## config.mk

```make
export PLATFORM = sky130hd
export DESIGN_NAME = rr_mux_arbiter4
export DESIGN_NICKNAME = d
export VERILOG_FILES = /design/src/rtl/rr_mux_arbiter4_pkg.sv /design/src/rtl/rr_pick4.sv /design/src/rtl/rr_mux_arbiter4.sv
export SDC_FILE = /design/constraint.sdc
export NUM_CORES = 1
export LEC_CHECK = 0
export BUFFER_PORTS_ARGS = -buffer_cell sky130_fd_sc_hd__clkbuf_2
export CAP_MARGIN = 20
export CORE_AREA = 10 10 48 50
export CTS_BUF_LIST = sky130_fd_sc_hd__clkbuf_2 sky130_fd_sc_hd__clkbuf_4 sky130_fd_sc_hd__clkbuf_8
export DETAILED_ROUTE_END_ITERATION = 10
export DIE_AREA = 0 0 58 60
export PLACE_DENSITY = 0.82
export SETUP_SLACK_MARGIN = 0.3
export SLEW_MARGIN = 20
export SYNTH_ARGS = -nofsm -noshare
export SYNTH_HDL_FRONTEND = slang
export SYNTH_SLANG_ARGS = --single-unit
```

## constraint.sdc

```tcl
create_clock -name clk -period 2.54 [get_ports clk]
set_input_delay 0.127 -clock clk [delete_from_list [all_inputs] [get_ports clk]]
set_output_delay 0.127 -clock clk [all_outputs]
set_load 0.01 [all_outputs]
```

## src/rtl/rr_mux_arbiter4_pkg.sv

```systemverilog
// rr_mux_arbiter4_pkg: shared state encoding, mux width and grant helper for the round-robin mux arbiter.
package rr_mux_arbiter4_pkg;

    localparam int MUX_W = 4;

    typedef enum logic {
        ST_IDLE  = 1'b0,
        ST_GRANT = 1'b1
    } state_t;

    function automatic logic [MUX_W-1:0] onehot(input logic [1:0] i);
        return 4'b0001 << i;
    endfunction

endpackage

```

## src/rtl/rr_pick4.sv

```systemverilog
// rr_pick4: combinational circular-priority pick of the first set request starting at ptr.
module rr_pick4
    import rr_mux_arbiter4_pkg::*;
(
    input  logic [MUX_W-1:0] req,
    input  logic [1:0]       ptr,
    output logic             any,
    output logic [1:0]       idx
);

    always_comb begin
        any = |req;
        idx = ptr;
        // Descending scan so the offset closest to ptr is the one that sticks.
        for (int k = MUX_W - 1; k >= 0; k--)
            if (req[ptr + 2'(k)]) idx = ptr + 2'(k);
    end

endmodule

```

## src/rtl/rr_mux_arbiter4.sv

```systemverilog
// rr_mux_arbiter4: round-robin arbiter with hold timeout driving a 4:1 mux select and enable.
module rr_mux_arbiter4
    import rr_mux_arbiter4_pkg::*;
#(
    parameter int MAX_HOLD = 8
) (
    input  logic             clk,
    input  logic             rst_n,
    input  logic [MUX_W-1:0] req,
    input  logic             done,
    output logic [MUX_W-1:0] grant,
    output logic [1:0]       sel,
    output logic             en,
    output logic             timeout
);

    localparam int HOLD_W = (MAX_HOLD < 2) ? 1 : $clog2(MAX_HOLD);

    state_t            state;
    logic [1:0]        ptr;
    logic [HOLD_W-1:0] hold_cnt;
    logic [1:0]        pick_ptr;
    logic [1:0]        idx;
    logic              any;
    logic              hit;
    logic              rel;

    // A releasing owner re-picks from the slot after itself, putting itself last.
    assign pick_ptr = (state == ST_GRANT) ? sel + 2'd1 : ptr;
    assign hit      = (MAX_HOLD != 0) && (hold_cnt == HOLD_W'(MAX_HOLD - 1));
    assign rel      = done | ~req[sel] | hit;

    rr_pick4 u_pick (
        .req(req),
        .ptr(pick_ptr),
        .any(any),
        .idx(idx)
    );

    always_ff @(posedge clk or negedge rst_n) begin
        if (!rst_n) begin
            state    <= ST_IDLE;
            ptr      <= 2'd0;
            hold_cnt <= '0;
            grant    <= '0;
            sel      <= 2'd0;
            en       <= 1'b0;
            timeout  <= 1'b0;
        end else begin
            timeout <= 1'b0;
            case (state)
                ST_IDLE: begin
                    if (any) begin
                        state    <= ST_GRANT;
                        grant    <= onehot(idx);
                        sel      <= idx;
                        en       <= 1'b1;
                        hold_cnt <= '0;
                    end
                end
                ST_GRANT: begin
                    if (rel) begin
                        ptr     <= sel + 2'd1;
                        timeout <= hit & ~done & req[sel];
                        if (any) begin
                            grant    <= onehot(idx);
                            sel      <= idx;
                            hold_cnt <= '0;
                        end else begin
                            state <= ST_IDLE;
                            grant <= '0;
                            en    <= 1'b0;
                        end
                    end else begin
                        hold_cnt <= hold_cnt + HOLD_W'(1);
                    end
                end
                default: state <= ST_IDLE;
            endcase
        end
    end

endmodule

```

Yosys cells after proc, flatten, opt, wreduce, memory -nomap -nowiden
Cells that the tools add are included.
Word-level totals
  register bits: 14
  output and inout port bits: 8
Operators by class
  add/sub/neg operators: 5
  order comparisons: 5
  eq/ne operators: 4
  shift-type cells: 1
  mux-type cells: 34
  bitwise logic cells: 7
  reductions and logical operators: 4
Operator list (number)
  less-than comparator 2 x 3 -> 1 bit (second input constant): 5
  two-way mux 2 bit: 7
  two-way mux 1 bit: 12
  two-way mux 4 bit: 3
  binary-select mux 1 bit (select 2 bit): 5
  case mux 4 bit (2 select lines): 1
  two-way mux 3 bit: 2
  case mux 3 bit (2 select lines): 1
  adder 2 x 1 -> 2 bit (second input constant): 2
  adder 2 bit (second input constant): 2
  inequality test 2 bit (second input constant): 2
  case mux 1 bit (2 select lines): 2
  case mux 2 bit (2 select lines): 1
  AND reduction 2 bit: 2
  OR reduction 4 bit: 1
  left shift 1 x 2 -> 4 bit (first input constant): 1
  adder 3 x 1 -> 3 bit (second input constant): 1
  equality test 3 bit (second input constant): 1
  NOT 1 bit: 3
  AND reduction 3 bit: 1
  bitwise AND 1 bit: 2
  inequality test 2 x 1 -> 1 bit (second input constant): 1
  bitwise OR 1 bit: 2

Depth between registers and ports, before layout
  word-level depth: 13
  mapped depth: 6
  mapped depth without buffers: 6

By module
A second synthesis with hierarchy kept.
Unflattened totals
  cell total of the unflattened synthesis: 66
  area total of the unflattened synthesis: 758.2 µm²
By module, submodules not included
  rr_mux_arbiter4: times used 1, cells an instance 50, area an instance 658.1 µm², sequential area each 350.3 µm²
  rr_pick4: times used 1, cells an instance 16, area an instance 100.1 µm², sequential area each 0.0 µm²

Least setup slack after synthesis
Ideal clock, no wire load.
  kind: register to register
  start point: register sel[1]
  end point: register sel[0]
  setup time: 0.125 ns
  arrival: 1.698 ns
  data required time: 2.415 ns
  slack: 0.717 ns
  stages on the path, launching flop included: 5
  buffers on the path: 0
  cells stage by stage: dfrtp_1 -> mux4_2 -> and4bb_4 -> nor2_2 -> mux2_2
On the way
  longest elaborated chain between the ends: 12
  elaborated cells on any way between the ends: 26
  those cells by class: add/sub: 4; eq/ne: 1; mux: 18; bitwise: 3
Ends and longest elaborated chain
  start, declared: line rr_mux_arbiter4.sv:12  | output logic [1:0] sel,
  start signal, assigned: line rr_mux_arbiter4.sv:56  | sel <= idx;
  start signal, assigned: line rr_mux_arbiter4.sv:67  | sel <= idx;
  adder 2 x 1 -> 2 bit: line rr_mux_arbiter4.sv:29  | assign pick_ptr = (state == ST_GRANT) ? sel + 2'd1 : ptr;
  two-way mux 2 bit: line rr_mux_arbiter4.sv:29
  adder 2 bit: line rr_pick4.sv:16  | if (req[ptr + 2'(k)]) idx = ptr + 2'(k);
  binary-select mux 1 bit (select 2 bit): line rr_pick4.sv:16
  two-way mux 1 bit (not written as such): line rr_pick4.sv:16
  two-way mux 2 bit (4 in series): line rr_pick4.sv:16
  two-way mux 2 bit: line rr_mux_arbiter4.sv:53, rr_mux_arbiter4.sv:65
  two-way mux 2 bit: line rr_mux_arbiter4.sv:62  | if (rel) begin
  case mux 2 bit (2 select lines): line rr_mux_arbiter4.sv:51  | case (state)
Parallel ways exist; a longest one is shown, timed or not. The select of a mux whose other input is x is not followed.
A chain may end at the register's enable or synchronous reset.

Worst setup path in the final report
Same ends and word-level chain as after synthesis.

==> flow_summary.yaml <==
power_and_ir_drop:
  leakage_nw: 0.425
  power_density_mw_per_mm2: 999
  ir_drop_mv: 0.635
sta:
  setup_ws_ps: 660
  drv_slew: 0
  worst_pin_slew_ps: 455
  finalHoldViolations: 0
  period_minus_slack_ps: 1880
  rsz0062_at_grt: "false"
  maxSlewHeadroom: 0.694
  period_share: 0.740
  max_freq_mhz: 532
  finClkSkew_ps: 8.92
  finalSetupViolations: 0
  finalSetupTns_ps: 0
die:
  io-pin-count: 15
  start_util: 0.564
  rows: 14
  die-area_sq_mm: 0.00348
  die_y_um: 60
  dieWidth_um: 58
  coreArea_sq_mm: 0.00144
clock_tree:
  cts_tree: "built"
  clkTransAtPathRegs_ps: 90
  clockBufferDepth: 2
  htree_num_levels: 1
  clockRootBuffer: "clkbuf_4"
  cts.repair.resized: 0
  insertion_delay_ps: 270
  clock_sinks: 14
  numCtsBuffers: 3
  cts_setup_buffers: 0
grt:
  grt_max_degree: 17
  antenna_found_initial: 0
  grt_util_all_layers: 0.102
  grt_pass1_vias: 650
  grt_pass1_wl_um: 2930
  overflow: 0
logic_synthesis:
  ys_types: 38
  ys.warnings.count: 0
  synthCells: 73
  syn_avg_cell_area_sq_um: 11.1
  synth_nets: 82
  yosysSeqAreaShare: 0.433
  synth_seq_cells: 14
  syn-cell-area_sq_um: 810
route:
  postRouteAntennaNets: 0
  num_vias: 622
  top_layer_used: "met4"
  drt_wl_total_um: 1600
  wl_met2_um: 689
  via_per_inst: 5.87
  drt-met1-wl_um: 789
  dr_wl_met3_um: 101
  routedWlPerCell_um: 15.1
  drtIter0Drc: 15
  dr.pass1.iters: 4
  drc_errors: 0
place:
  port_buffers: 14
  detailed_place_hpwl_um: 1260
  place_ws_ps: 659
  gp_routability_congestion: 0.893
worst_setup_path:
  cp.required_ps: 2700
  reg2reg_slack_ps: 660
  critPathCaptureType: "register"
  worstSetupStartpointType: "register"
  crit_fanout: 7
  slowest_stage: "mux4_2"
  crit_type: "register to register"
  critPathArrivalTime_ps: 2040
  crit_chain: "mux4_2 > and4bb_4 > nor2_2 > mux2_2"
  slowest_delay_ps: 550
finish:
  layout.nets: 100
  layout-area-overhead-vs-synth_pct: 14.8
  final_cell_mix: "dfrtp_1, clkbuf_2, nor2_1"
  drive_gt1_frac: 0.311
  antennaDiodeCount: 0
job:
  drv_cap: 0
hold_path:
  hold_class: "input port to register"
outcome:
  status: "complete, no violations"
cells by family after synthesis:
family / after synthesis / synth area share
DFF: 14 / 0.433
xor gates and xnor gates: 1 / 0.0108
adders and majority gates: 2 / 0.0309
and+or+nand+nor: 25 / 0.199
muxes: 4 / 0.0680
buffers and inverters: 6 / 0.0386
AOI/OAI and AO/OA: 21 / 0.219
final cells by class:
| cell class | instances | area [sq um] |
|---|---|---|
| clock buffers | 4 | 36.3 |
| fillers | 125 | 507 |
| inverters | 4 | 15.0 |
| multi-input cells | 53 | 428 |
| flip-flops and latches | 14 | 350 |
| well taps | 16 | 20.0 |
| repair buffers | 15 | 80.1 |
timing repair:
action / CTS / global route
hold buffers: 1 / 0
hold endpoints to repair: 14 / 0
setup endpoints to repair: 0 / 0
registers in the layout (all words and copies together) (netlist names):
signal and count:
en 1, grant 4, hold_cnt 3, ptr 2, sel 2, state 1, timeout 1
report_power, final:
| part | total, mW | internal, mW | switching, mW |
|---|---|---|---|
| Combinational | 0.408 | 0.201 | 0.207 |
| Sequential | 0.364 | 0.294 | 0.0696 |
| Clock | 0.157 | 0.0870 | 0.0700 |
| Total | 0.929 | 0.582 | 0.347 |
per-layer routing:
metal | GRT usage | vias up
met5 | 0 | -
met4 | 0.0403 | 0
met3 | 0.0339 | 4
met2 | 0.161 | 17
met1 | 0.126 | 295
li1 | - | 306
stage by stage:
| stage | hold slack, ps | util | instances | cell area (sq um) | power (mW) |
|---|---|---|---|---|---|
| finish | 129 | 0.647 | 106 | 930 | 0.929 |
| global route | 140 | 0.647 | 106 | 930 | 1.01 |
| CTS | 124 | 0.647 | 106 | 930 | 0.940 |
| detailed placement | 49.2 | 0.615 | 101 | 883 | 0.779 |
| global placement | 39.9 | 0.615 | 101 | 883 | 0.770 |
| floorplan | -169 | - | 73 | 810 | 0.679 |
final timing paths:
| check | cells past startpoint | start | end |
|---|---|---|---|
| min reg2reg | 2 | grant[2] | grant[2] |
| min | 3 | done | timeout |
| max in group asynchronous | 2 | rst_n | grant[1] |
| max | 4 | sel[1] | sel[0] |
| min in group asynchronous | 2 | rst_n | grant[2] |
| max reg2reg | 4 | sel[1] | sel[0] |
cell usage after synthesis:
library cell	count	area (sq um)
or2_1	1	6.26
and3_1	1	6.26
buf_6	1	11.3
a311oi_1	1	8.76
nor3_4	1	16.3
o41ai_2	1	16.3
o32ai_2	1	16.3
a22o_1	3	26.3
nor4_2	1	12.5
dfrtp_1	14	350
nor2_2	1	6.26
nor2b_1	2	12.5
nor2_1	6	22.5
mux2i_1	1	10.0
ha_1	2	25.0
inv_1	4	15.0
a32o_1	1	10.0
and4bb_4	1	16.3
a21oi_1	4	20.0
o311a_1	1	10.0
nand3b_1	1	7.51
xnor2_1	1	8.76
a211oi_2	1	12.5
o21bai_1	1	7.51
o21a_1	2	15.0
a21boi_1	1	7.51
nand2b_1	3	18.8
buf_2	1	5.00
nor3b_1	1	7.51
mux4_2	1	22.5
nand2_1	4	15.0
a221oi_1	1	8.76
o211ai_1	1	7.51
o21ai_1	1	5.00
a31oi_1	1	6.26
nor3_1	1	5.00
mux2_2	2	22.5
or3b_1	1	8.76
critical path, delay by kind of cell, from the launching register on:
kind             cells  cell delay (ps)
and+or+nand+nor      2              410
DFF                  1              460
muxes                2              900
Note: power is estimated with default switching activity, not from simulation.
